$ cat src/rtl/mem_pkg.sv
// mem_pkg: shared funct3 encodings, FSM states and byte-enable patterns for the memory stage
package mem_pkg;
    localparam logic [2:0] F3_B  = 3'b000;
    localparam logic [2:0] F3_H  = 3'b001;
    localparam logic [2:0] F3_W  = 3'b010;
    localparam logic [2:0] F3_BU = 3'b100;
    localparam logic [2:0] F3_HU = 3'b101;

    typedef enum logic {ST_IDLE, ST_BUSY} state_t;

    localparam logic [3:0] BE_NONE  = 4'b0000;
    localparam logic [3:0] BE_BYTE0 = 4'b0001;
    localparam logic [3:0] BE_LO    = 4'b0011;
    localparam logic [3:0] BE_HI    = 4'b1100;
    localparam logic [3:0] BE_ALL   = 4'b1111;
endpackage

$ cat src/rtl/mem_lane_align.sv
// mem_lane_align: store byte-enable/data replication and load extract/extend
module mem_lane_align import mem_pkg::*; (
    input  logic [2:0]  funct3,
    input  logic [1:0]  addr_lo,
    input  logic [31:0] st_data,
    input  logic [31:0] rdata,
    output logic [3:0]  be,
    output logic [31:0] wdata,
    output logic [31:0] load_data
);
    logic [31:0] shifted;
    logic [7:0]  byte_sel;
    logic [15:0] half_sel;

    assign shifted  = rdata >> {addr_lo, 3'b000};
    assign byte_sel = shifted[7:0];
    assign half_sel = addr_lo[1] ? rdata[31:16] : rdata[15:0];

    // Steer stores onto lanes and pick/extend the loaded byte or halfword
    always_comb begin
        be        = (funct3[1:0] == F3_W[1:0]) ? BE_ALL :
                    (funct3[1:0] == F3_H[1:0]) ? (addr_lo[1] ? BE_HI : BE_LO) :
                    BE_BYTE0 << addr_lo;
        wdata     = (funct3[1:0] == F3_W[1:0]) ? st_data :
                    (funct3[1:0] == F3_H[1:0]) ? {2{st_data[15:0]}} :
                    {4{st_data[7:0]}};
        load_data = (funct3 == F3_B)  ? {{24{byte_sel[7]}}, byte_sel} :
                    (funct3 == F3_H)  ? {{16{half_sel[15]}}, half_sel} :
                    (funct3 == F3_BU) ? {24'b0, byte_sel} :
                    (funct3 == F3_HU) ? {16'b0, half_sel} :
                    rdata;
    end
endmodule

$ cat src/rtl/mem_stage.sv
// mem_stage: memory-access pipeline stage with req/ack data bus, timeout and lane alignment.
// Optional macro MEM_MISALIGN_TRAP_EN rejects misaligned halfword/word accesses with wb_err.
module mem_stage import mem_pkg::*; #(
    parameter int TIMEOUT_CYCLES = 16,
    parameter int TMR_W          = 5
) (
    input  logic        clk,
    input  logic        rst_n,
    input  logic        ex_valid,
    output logic        ex_ready,
    input  logic        ex_mem_read,
    input  logic        ex_mem_write,
    input  logic [2:0]  ex_funct3,
    input  logic [31:0] ex_alu_result,
    input  logic [31:0] ex_store_data,
    input  logic [4:0]  ex_rd,
    input  logic        ex_reg_write,
    output logic        dmem_req,
    output logic        dmem_we,
    output logic [31:0] dmem_addr,
    output logic [3:0]  dmem_be,
    output logic [31:0] dmem_wdata,
    input  logic        dmem_ack,
    input  logic [31:0] dmem_rdata,
    output logic        wb_valid,
    output logic [4:0]  wb_rd,
    output logic        wb_reg_write,
    output logic [31:0] wb_data,
    output logic        wb_err
);
    state_t             state, state_nxt;
    logic [TMR_W-1:0]   cnt;
    logic [2:0]         op_f3;
    logic [1:0]         op_lo;
    logic [31:0]        op_wdata;
    logic [4:0]         op_rd;
    logic               op_rw;
    logic [3:0]         be;
    logic [31:0]        wdata;
    logic [31:0]        load_data;
    logic               is_mem, ld_ok, st_ok, misalign, accept, go_busy, busy, timeout;

    assign is_mem  = ex_mem_read | ex_mem_write;
    assign ld_ok   = ex_mem_read & ~ex_mem_write &
                     (ex_funct3 inside {F3_B, F3_H, F3_W, F3_BU, F3_HU});
    assign st_ok   = ex_mem_write & ~ex_mem_read & (ex_funct3 inside {F3_B, F3_H, F3_W});
`ifdef MEM_MISALIGN_TRAP_EN
    assign misalign = ((ex_funct3[1:0] == F3_H[1:0]) & ex_alu_result[0]) |
                      ((ex_funct3 == F3_W) & (|ex_alu_result[1:0]));
`else
    assign misalign = 1'b0;
`endif
    assign busy    = (state == ST_BUSY);
    assign accept  = ~busy & ex_valid;
    assign go_busy = accept & (ld_ok | st_ok) & ~misalign;
    // Counter starts at 0 on the first BUSY cycle, so this fires on BUSY cycle TIMEOUT_CYCLES
    assign timeout = (cnt == TMR_W'(TIMEOUT_CYCLES - 1));

    assign ex_ready   = ~busy;
    assign dmem_be    = dmem_req ? be : BE_NONE;
    assign dmem_wdata = dmem_req ? wdata : 32'b0;

    mem_lane_align u_align (
        .funct3    (op_f3),
        .addr_lo   (op_lo),
        .st_data   (op_wdata),
        .rdata     (dmem_rdata),
        .be        (be),
        .wdata     (wdata),
        .load_data (load_data)
    );

    // State register
    always_ff @(posedge clk or negedge rst_n) begin
        if (!rst_n) state <= ST_IDLE;
        else        state <= state_nxt;
    end

    // Next state: enter BUSY on a legal access, leave on ack or timeout
    always_comb begin
        state_nxt = state;
        state_nxt = busy ? ((dmem_ack | timeout) ? ST_IDLE : ST_BUSY)
                         : (go_busy ? ST_BUSY : ST_IDLE);
    end

    // Bus request, latched operation, timeout counter and writeback registers
    always_ff @(posedge clk or negedge rst_n) begin
        if (!rst_n) begin
            cnt          <= '0;
            dmem_req     <= 1'b0;
            dmem_we      <= 1'b0;
            dmem_addr    <= 32'b0;
            op_f3        <= 3'b0;
            op_lo        <= 2'b0;
            op_wdata     <= 32'b0;
            op_rd        <= 5'b0;
            op_rw        <= 1'b0;
            wb_valid     <= 1'b0;
            wb_rd        <= 5'b0;
            wb_reg_write <= 1'b0;
            wb_data      <= 32'b0;
            wb_err       <= 1'b0;
        end else begin
            wb_valid <= 1'b0;
            wb_err   <= 1'b0;
            if (go_busy) begin
                cnt       <= '0;
                dmem_req  <= 1'b1;
                dmem_we   <= ex_mem_write;
                dmem_addr <= {ex_alu_result[31:2], 2'b00};
                op_f3     <= ex_funct3;
                op_lo     <= ex_alu_result[1:0];
                op_wdata  <= ex_store_data;
                op_rd     <= ex_rd;
                op_rw     <= ex_reg_write;
            end else if (accept) begin
                // Non-memory op passes through; any rejected memory op reports an error
                wb_valid     <= 1'b1;
                wb_rd        <= ex_rd;
                wb_err       <= is_mem;
                wb_reg_write <= ex_reg_write & ~is_mem;
                wb_data      <= is_mem ? 32'b0 : ex_alu_result;
            end else if (busy) begin
                cnt <= cnt + 1'b1;
                if (dmem_ack | timeout) begin
                    dmem_req     <= 1'b0;
                    dmem_we      <= 1'b0;
                    wb_valid     <= 1'b1;
                    wb_rd        <= op_rd;
                    wb_err       <= ~dmem_ack;
                    wb_reg_write <= dmem_ack & ~dmem_we & op_rw;
                    wb_data      <= (dmem_ack & ~dmem_we) ? load_data : 32'b0;
                end
            end
        end
    end
endmodule

$ cat config.mk
export PLATFORM = sky130hd
export DESIGN_NAME = mem_stage
export DESIGN_NICKNAME = d
export VERILOG_FILES = /design/src/rtl/mem_pkg.sv /design/src/rtl/mem_lane_align.sv /design/src/rtl/mem_stage.sv
export SDC_FILE = /design/constraint.sdc
export NUM_CORES = 1
export LEC_CHECK = 0
export CAP_MARGIN = 20
export CELL_PAD_IN_SITES_DETAIL_PLACEMENT = 1
export CELL_PAD_IN_SITES_GLOBAL_PLACEMENT = 1
export CORE_UTILIZATION = 38
export CTS_BUF_LIST = sky130_fd_sc_hd__clkbuf_4 sky130_fd_sc_hd__clkbuf_8
export CTS_CLUSTER_DIAMETER = 50
export DETAILED_ROUTE_END_ITERATION = 10
export GPL_TIMING_DRIVEN = 0
export PLACE_DENSITY_LB_ADDON = 0.05
export REMOVE_ABC_BUFFERS = 1
export SLEW_MARGIN = 20
export SYNTH_ARGS = -nofsm -noshare
export SYNTH_HDL_FRONTEND = slang
export SYNTH_SLANG_ARGS = --single-unit
$ cat constraint.sdc
create_clock -name clk -period 5.96 [get_ports clk]
set_input_delay 1.49 -clock clk [delete_from_list [all_inputs] [get_ports clk]]
set_output_delay 1.49 -clock clk [all_outputs]
set_load 0.1 [all_outputs]
==> results of run 1 <==
[layout by cell type (no fill, tap or decap), types with 4 or more instances in the layout]
cell	instances
a211oi_1	18
a21oi_1	39
a21oi_2	11
a221o_1	17
a221oi_1	9
a22oi_1	6
and2_1	8
clkbuf_8	18
clkdlybuf4s50_1	218
clkinvlp_4	4
dfrtp_1	119
inv_1	4
mux2_1	73
mux2_2	6
mux2i_1	21
nand2_1	66
nand2b_1	4
nor2_1	32
nor2b_1	11
o21ai_0	8
o21ai_1	13
o2bb2ai_1	14
[how the worst max path moves through the flow]
stage | endpoint | cells after the start | slack [ns]
4_1_cts | dmem_wdata[9] | 5 | 0.34
3_5_place_dp | dmem_wdata[9] | 5 | 0.85
2_1_floorplan | dmem_wdata[24] | 2 | 0.58
5_1_grt | dmem_wdata[9] | 5 | 0.12
6_report | dmem_wdata[9] | 5 | 0.36
3_3_place_gp | op_wdata[5] | 1 | -1.41
[area by class of cell]
type | instances | share of cell area [%]
timing repair buffer | 225 | 26.1
tap | 211 | 2.98
clock inverter | 14 | 1.68
sequential | 121 | 34.2
inverter | 7 | 0.296
clock buffer | 18 | 2.79
antenna | 1 | 0.0282
multi-input combinational | 386 | 31.9
[sequential cells by signal, indices dropped and copies added (netlist names)]
name	cells
dmem_req	1
wb_data	32
wb_valid	1
busy	1
wb_rd	5
dmem_we	1
op_lo	2
op_wdata	32
op_rd	5
dmem_addr	30
cnt	5
op_rw	1
op_f3	3
wb_reg_write	1
wb_err	1
[worst max-delay path: stages, from the launching register on]
cell and delay, ns:
dfrtp_2 0.92, nor2b_1 0.43, nor2_1 0.74, nand2_1 0.15
a21oi_1 0.22, clkdlybuf4s50_1 1.19
[per-layer routing]
| metal | wire, µm | part of all wire (%) | GRT usage (%) | vias to the layer above |
|---|---|---|---|---|
| li1 | - | - | - | 2426 |
| met1 | 8510 | 43 | 31.0 | 2618 |
| met2 | 9910 | 51 | 42.6 | 147 |
| met3 | 928 | 4.7 | 5.82 | 17 |
| met4 | 262 | 1.3 | 7.40 | 0 |
| met5 | 0 | 0 | 0 | - |
[kinds of logic after synthesis]
family / count (synthesis)
mux: 101
xor+xnor: 1
simple gates: 135
other cells: 1
buf+inv: 51
fa+ha+maj: 2
flops: 121
compound gates: 145
[metrics by stage]
step	TNS, ns	area, µm²	instances	utilization [%]
3_3_place_gp	-221.10	8320	944	54.1
4_1_cts	0	8860	982	57.7
3_5_place_dp	0	8470	950	55.1
2_1_floorplan	0	5860	514	-
6_report	0	8870	983	57.7
5_1_grt	0	8870	983	57.7
==> key figures, run 1 <==
Clock tree
  • Sinks on Clock Net: 121
  • Post-cts sizing count: 0
  • CTS max path bufs: 2
  • CTS Hold Buffers Added: 0
  • Clk root buf: clkbuf_8
  • CTS tree: done
  • Clock-pin slew of the registers on the worst-case setup and hold paths: 0.08 ns
  • Clk Latency, worst-skew pair: 0.44 ns
  • Htree depth: 4
  • TritonCTS Buffers: 17
  • Post-CTS Setup Inserts: 0

Worst setup path
  • Reg2reg start: op_lo[1]
  • Worst setup SP type: flop
  • Setup slack, reg-to-reg: 3.33 ns
  • RR Endpoint: wb_data[31]
  • Setup crit start: op_f3[0]
  • Worst Path Arrival: 4.11 ns
  • Worst EP required: 4.47 ns
  • Worst Setup End Kind: output pin
  • CP Class: reg2out
  • Cells on worst reg2reg path: 4
  • CP max FO: 40

STA
  • Max Freq: 178 MHz
  • Relative slew margins: 29.8%
  • Worst slew pin tran: 1.05 ns
  • Max Slew Vio Count: 0
  • Setup ws final: 0.357 ns
  • Unrepaired setup endpoints after global routing: no
  • Final Cycle Share: 94.0%
  • Hold slack: 0.488 ns
  • Clock Skew: 0.00753 ns
  • Min Tclk post-route: 5.60 ns
  • Fin. Hold Viols: 0
  • Final setup viols: 0

Floorplanning
  • Initial cell density of the core: 39.5%
  • Die Footprint: 16500 µm²
  • Die Wd: 128 µm
  • Num rows: 45
  • IO Count: 222
  • Die Span Y: 128 µm
  • Core area: 15400 µm²

Routing
  • Residual DRC: 0
  • Drt via density: 5.30
  • 1st-pass router iterations: 4
  • DRT iter0 DRCs: 185
  • Drt wl/cell: 20.0 µm
  • Vias: 5208
  • ANT nets after route: 0
  • Total Routed Length: 19.6 mm

Finish
  • Fin nets: 871
  • Reg area: 3030 µm²
  • Share of layout cells above drive strength 1: 8.56%
  • Multi-input logic area: 2830 µm²
  • Layout area overhead: 46.1%
  • Filler instances: 1635

Global route
  • First-pass GRT wire length: 30.8 mm
  • GRT Resource Usage Total: 24.8%
  • Congestion Overflow GR: 0
  • Vias in the first global route: 5498
  • Largest net degree at the start of global routing: 75
  • Initial antenna violation count: 1

Yosys
  • Ys async rst share: 100%
  • Netlist cell types: 49
  • Syn Inst Count: 557
  • Leading area contributor after synthesis: dfrtp_1
  • Largest family of logic cells by synthesized area: multiplexers
  • Synth Area in Compound Gates: 17.1%
  • Share of the synthesized area in the top cell type: 49.9%
  • EDFF count, synth: 0
  • Cell with the most instances after synthesis: dfrtp_1
  • Mean area per synthesized cell: 10.9 µm²
  • Largest cells by area after synthesis: dfrtp_1 50%, mux2_1 14%, nand2_1 4.1%
  • Xor/xnor share of the synthesized area: 0.144%
  • Synth top cells by count: 121 x dfrtp_1, 73 x mux2_1, 66 x nand2_1
  • Yosys warning count: 0
  • Syn Std Cell Area: 6070 µm²
  • Seq/Total Area, Yosys: 49.9%
  • Top_reg_cell synth: dfrtp_1
  • Mux contribution to synthesized area: 18.5%
  • Yosys reg bits: 121
  • Adder-Cell Fraction of Synth Area: 0.412%
  • Simple-gate portion of the synthesized area: 10.0%

Placement
  • GPL Wtd Cong: 0.758
  • Post-place setup slack: 0.845 ns
  • DP HPWL: 14.0 mm
  • PortBufs: 219

Hold path
  • Hold crit path type: reg2reg
  • Hold path start: wb_rd[0]
  • Hold Path Sink: wb_rd[0]
  • Hold path depth: 2

Run
  • MaxCap Viol Count: 0

Run status
  • Outcome: finished clean
Power of run 1 is left out: the tool's default activity adds up to more than one toggle a clock period on the data nets, which glitch-free logic cannot reach.
==> run 2, diff against run 1 <==
--- a/config.mk
+++ b/config.mk
@@ -5,10 +5,11 @@
 export SDC_FILE = /design/constraint.sdc
 export NUM_CORES = 1
 export LEC_CHECK = 0
+export ABC_AREA = 1
 export CAP_MARGIN = 20
 export CELL_PAD_IN_SITES_DETAIL_PLACEMENT = 1
 export CELL_PAD_IN_SITES_GLOBAL_PLACEMENT = 1
-export CORE_UTILIZATION = 38
+export CORE_UTILIZATION = 35
 export CTS_BUF_LIST = sky130_fd_sc_hd__clkbuf_4 sky130_fd_sc_hd__clkbuf_8
 export CTS_CLUSTER_DIAMETER = 50
 export DETAILED_ROUTE_END_ITERATION = 10
==> key figures, run 2 <==
Run status
  • Outcome: finished clean

Worst setup path
  • Critical path's most frequent cell: inv_2
  • Crit-path cells: inv_2 > nor2_2 > inv_2 > a21oi_1 > clkdlybuf4s50_1
  • Cell family with most CP delay: buffers and inverters
  • Worst Path Arrival: 3.36 ns
  • Critical path buffers and inverters: 3
  • Slowest cell on the critical path: clkdlybuf4s50_1
  • Reg2reg start: cnt[0]
  • Worst Setup End Kind: output pin
  • CP Class: reg2out
  • Max stage delay on crit path: 1.19 ns
  • Worst setup SP type: flop
  • Setup crit start: op_f3[1]
  • CP max FO: 27
  • CP Depth: 5
  • Worst EP required: 4.47 ns
  • Cells on worst reg2reg path: 9

Yosys
  • Mean area per synthesized cell: 7.30 µm²
  • Netlist cell types: 36
  • Seq/Total Area, Yosys: 47.7%
  • Syn Inst Count: 870
  • Top_reg_cell synth: dfrtp_1
  • Largest cells by area after synthesis: dfrtp_1 48%, nand2_1 17%, nor2_1 8.6%
  • Yosys warning count: 0
  • Syn Std Cell Area: 6350 µm²
  • Cell with the most instances after synthesis: nand2_1
  • Synth top cells by count: 284 x nand2_1, 145 x nor2_1, 121 x dfrtp_1
  • Ys async rst share: 100%
  • Yosys reg bits: 121
  • EDFF count, synth: 0
  • Share of the synthesized area in the top cell type: 47.7%
  • Leading area contributor after synthesis: dfrtp_1

Hold path
  • Hold path start: op_wdata[19]
  • Hold crit path type: reg2reg
  • Hold path depth: 2

Placement
  • GPL Wtd Cong: 0.760
  • Dpl cell area: 8710 µm²
  • PortBufs: 219
  • DP HPWL: 14.9 mm

Clock tree
  • CTS max path bufs: 2
  • Clock-pin slew of the registers on the worst-case setup and hold paths: 0.08 ns
  • CTS Hold Buffers Added: 0
  • CTS tree: done
  • Post-CTS Setup Inserts: 0
  • Clk Latency, worst-skew pair: 0.46 ns
  • Post-cts sizing count: 0
  • Clk root buf: clkbuf_8
  • Htree depth: 4
  • Sinks on Clock Net: 121
  • TritonCTS Buffers: 17

Routing
  • Drt via density: 4.84
  • Vias: 6321
  • DRT iter0 DRCs: 276
  • ANT nets after route: 0
  • 1st-pass router iterations: 4
  • Total Routed Length: 20.9 mm
  • Drt wl/cell: 16.0 µm
  • Residual DRC: 0

STA
  • Min Tclk post-route: 4.85 ns
  • Final setup viols: 0
  • Final Cycle Share: 81.4%
  • Unrepaired setup endpoints after global routing: no
  • Max Slew Vio Count: 0
  • Relative slew margins: 31.0%
  • Worst slew pin tran: 1.03 ns
  • Max Freq: 206 MHz
  • Fin. Hold Viols: 0
  • Setup TNS: 0 ns
  • Hold slack: 0.470 ns
  • Clock Skew: 0.0136 ns

Floorplanning
  • Core area: 17500 µm²
  • Die Footprint: 18700 µm²
  • Die Wd: 137 µm
  • Num rows: 48
  • Die Span Y: 137 µm
  • Initial cell density of the core: 36.3%
  • IO Count: 222

Global route
  • First-pass GRT wire length: 33.8 mm
  • Initial antenna violation count: 0
  • Vias in the first global route: 6591
  • Congestion Overflow GR: 0
  • GRT Resource Usage Total: 23.6%
  • Largest net degree at the start of global routing: 64

Finish
  • Commonest cells after routing, fill and taps aside: 284 x nand2_1, 218 x clkdlybuf4s50_1, 144 x nor2_1
  • # diodes: 0
  • Most common cell after layout, fill and taps aside: nand2_1
  • Final core utilization: 52.2%
  • Layout area overhead: 43.8%
  • Fin nets: 1182
  • Final instance area: 9130 µm²
  • Top Registers: op_wdata (32), wb_data (32), dmem_addr (30)
  • Share of layout cells above drive strength 1: 6.56%

Run
  • MaxCap Viol Count: 0
[run 2: cell types whose count changed after synthesis, moves of 21 or more]
| cell | before | now |
|---|---|---|
| o21ai_0 | 8 | 75 |
| nand2_1 | 66 | 284 |
| mux2_1 | 73 | 0 |
| inv_1 | 4 | 67 |
| mux2i_1 | 21 | 0 |
| nor2_1 | 32 | 145 |
[run 2: cell type report]
class | count | area (µm²)
Clock buffer | 17 | 234
Inverter | 77 | 297
Sequential cell | 121 | 3030
Tap cell | 225 | 282
Clock inverter | 15 | 189
Multi-Input combinational cell | 629 | 2820
Fill cell | 2193 | 8350
Timing Repair Buffer | 223 | 2280
[run 2: layer usage]
metal | part of all wire [%] | up-vias | global-route usage [%]
met5 | 0 | - | 0
met4 | 1.1 | 0 | 6.98
met3 | 7.3 | 19 | 6.89
met2 | 47 | 152 | 39.3
met1 | 44 | 3021 | 29.5
li1 | - | 3129 | -
[run 2: worst register-to-register path: stages (launching register included)]
cell and delay [ns]:
dfrtp_1 0.42, ha_1 0.23, nand2_1 0.09, nor2_1 0.05
ha_1 0.18, o21ai_0 0.44, nand2_4 0.47, inv_2 0.48
nor2_1 0.09, a21oi_1 0.16
[run 2: cells by family (layout without fill, tap and decap cells)]
| family | Yosys count | after routing | share of synthesized area (%) |
|---|---|---|---|
| AND/OR/NAND/NOR | 470 | 470 | 30.1 |
| AO/OA/AOI/OAI | 155 | 155 | 13.7 |
| flip-flops | 121 | 121 | 47.7 |
| buffers and inverters | 121 | 332 | 8.04 |
| adder cells (fa/ha/maj) | 2 | 2 | 0.394 |
| other | 1 | 2 | 0.0591 |
[run 2: worst paths after layout]
check                      slack, ns      endpoint
setup reg to reg                3.27   wb_data[11]
max in group asynchronous       4.31    wb_data[3]
hold / removal                  0.47  op_wdata[19]
setup / recovery                1.11    dmem_be[0]
hold reg to reg                 0.47  op_wdata[19]
min in group asynchronous       0.96  op_wdata[30]
[run 2: metrics by stage]
step,cells,worst slack [ns]
2_1_floorplan,827,1.50
3_3_place_gp,1271,-1.74
3_5_place_dp,1275,1.52
4_1_cts,1307,1.01
5_1_grt,1307,0.922
6_report,1307,1.11
Power of run 2 is left out for the same reason.
==> run 3, diff against run 2 <==
--- a/config.mk
+++ b/config.mk
@@ -9,7 +9,7 @@
 export CAP_MARGIN = 20
 export CELL_PAD_IN_SITES_DETAIL_PLACEMENT = 1
 export CELL_PAD_IN_SITES_GLOBAL_PLACEMENT = 1
-export CORE_UTILIZATION = 35
+export CORE_UTILIZATION = 33
 export CTS_BUF_LIST = sky130_fd_sc_hd__clkbuf_4 sky130_fd_sc_hd__clkbuf_8
 export CTS_CLUSTER_DIAMETER = 50
 export DETAILED_ROUTE_END_ITERATION = 10
==> constraint.sdc (replaced) <==
create_clock -name clk -period 4.6 [get_ports clk]
set_input_delay 1.15 -clock clk [delete_from_list [all_inputs] [get_ports clk]]
set_output_delay 1.15 -clock clk [all_outputs]
set_load 0.1 [all_outputs]
==> key figures, run 3 (synthesized netlist as in run 2, its figures left out) <==
Run status
  • Outcome: finished clean

Floorplanning
  • Die Wd: 141 µm
  • Num rows: 50
  • Core area: 18800 µm²
  • Die Span Y: 141 µm
  • Initial cell density of the core: 33.8%
  • IO Count: 222
  • Die Footprint: 19800 µm²

Finish
  • Share of layout cells above drive strength 1: 6.56%
  • # diodes: 0
  • Layout area overhead: 44.6%
  • Top Registers: op_wdata (32), wb_data (32), dmem_addr (30)
  • Most common cell after layout, fill and taps aside: nand2_1
  • Commonest cells after routing, fill and taps aside: 284 x nand2_1, 210 x clkdlybuf4s50_1, 144 x nor2_1
  • Fin nets: 1182

Worst setup path
  • Reg2reg start: cnt[0]
  • Crit-path cells: inv_2 > nor2_2 > inv_2 > o21ai_0 > nor2_1 > clkdlybuf4s50_1
  • Setup slack, reg-to-reg: 1.95 ns
  • Worst Setup End Kind: output pin
  • CP max FO: 27
  • Worst Path Arrival: 3.26 ns
  • Worst EP required: 3.45 ns
  • RR Endpoint: wb_data[11]
  • Worst setup SP type: flop
  • Critical path's most frequent cell: inv_2
  • Cells on worst reg2reg path: 9
  • Slowest cell on the critical path: clkdlybuf4s50_1
  • Max stage delay on crit path: 0.98 ns
  • CP Class: reg2out

STA
  • Min Tclk post-route: 4.41 ns
  • Final Cycle Share: 95.9%
  • Final setup viols: 0
  • Fin. Hold Viols: 0
  • Unrepaired setup endpoints after global routing: no
  • Relative slew margins: 30.8%
  • Worst slew pin tran: 1.03 ns
  • Clock Skew: 0.0127 ns
  • Max Slew Vio Count: 0
  • Max Freq: 227 MHz
  • Setup TNS: 0 ns
  • Setup ws final: 0.188 ns

Hold path
  • Hold path start: op_wdata[16]
  • Hold path depth: 2
  • Hold crit path type: reg2reg
  • Hold Path Sink: op_wdata[16]

Placement
  • GPL Wtd Cong: 0.739
  • Post-place setup slack: 0.469 ns
  • PortBufs: 219
  • DP HPWL: 14.9 mm

Clock tree
  • Htree depth: 4
  • CTS max path bufs: 2
  • CTS tree: done
  • Sinks on Clock Net: 121
  • TritonCTS Buffers: 17
  • Clock-pin slew of the registers on the worst-case setup and hold paths: 0.07 ns
  • Clk Latency, worst-skew pair: 0.45 ns
  • Clk root buf: clkbuf_8

Global route
  • Congestion Overflow GR: 0
  • Initial antenna violation count: 0
  • GRT Resource Usage Total: 22.2%
  • First-pass GRT wire length: 34.3 mm
  • Vias in the first global route: 6463
  • Largest net degree at the start of global routing: 77

Routing
  • Drt wl/cell: 16.1 µm
  • ANT nets after route: 0
  • Vias: 6261
  • Residual DRC: 0
  • DRT iter0 DRCs: 202
  • Total Routed Length: 21.1 mm
  • Drt via density: 4.76
  • 1st-pass router iterations: 4

Run
  • MaxCap Viol Count: 0
-- run 3: cell count changes in the layout (fill, tap and decap cells not counted) --
cell,previous run,this run
inv_6,6,2
dlygate4sd2_1,0,3
clkbuf_4,0,1
dlymetal6s2s_1,0,5
clkinv_2,1,3
clkdlybuf4s50_1,218,210
bufinv_16,3,4
clkinv_4,4,1
clkbuf_8,17,20
-- run 3: worst max-delay path, delay by kind of cell (launching register included) --
| kind | cells | cell delay (ns) |
|---|---|---|
| and+or+nand+nor | 2 | 0.55 |
| DFF | 1 | 0.52 |
| AOI/OAI and AO/OA | 1 | 0.25 |
| buffers and inverters | 3 | 1.49 |
-- run 3: worst max-delay path by stage --
stage | startpoint | end | slack, ns
floorplan | dmem_req | dmem_be[0] | 0.48
global placement | rst_n | wb_data[21] | -2.79
detailed placement | op_f3[1] | dmem_be[1] | 0.47
CTS | op_f3[1] | dmem_wdata[20] | 0.07
global route | op_f3[1] | dmem_wdata[11] | 0.004
finish | op_f3[1] | dmem_wdata[19] | 0.19
-- run 3: layout make-up --
cell class                 instances  area, µm²
timing repair buffer             223       2290
multi-input combinational        629       2820
sequential                       121       3030
clock inverter                    11        168
tap                              234        293
inverter                          77        297
clock buffer                      21        283
fill                            2319       9590
-- run 3: metal layers --
layer	vias to the layer above	global-route usage (%)	wire length, µm
met2	139	37.0	9940
li1	3134	-	-
met3	17	5.67	1140
met5	-	0	0
met1	2971	28.3	9800
met4	0	6.52	248
-- run 3: repair_timing --
item | 4_1_cts | 5_1_grt
cloned | 0 | 0
setup endpoints to repair | 3 | 5
hold buffers | 0 | 0
resized for setup | 3 | 5
setup buffers | 0 | 0
-- run 3: stage by stage --
stage                     utilization (%)  instances  hold WS, ns  cell area, µm²
final                                48.9       1316        0.474            9180
after global placement               45.9       1280        0.449            8620
after floorplan                         -        827        0.437            6140
after global routing                 48.9       1316        0.497            9180
after detailed placement             46.5       1284        0.458            8720
after CTS                            48.8       1316        0.476            9170
Power of run 3 is left out for the same reason.
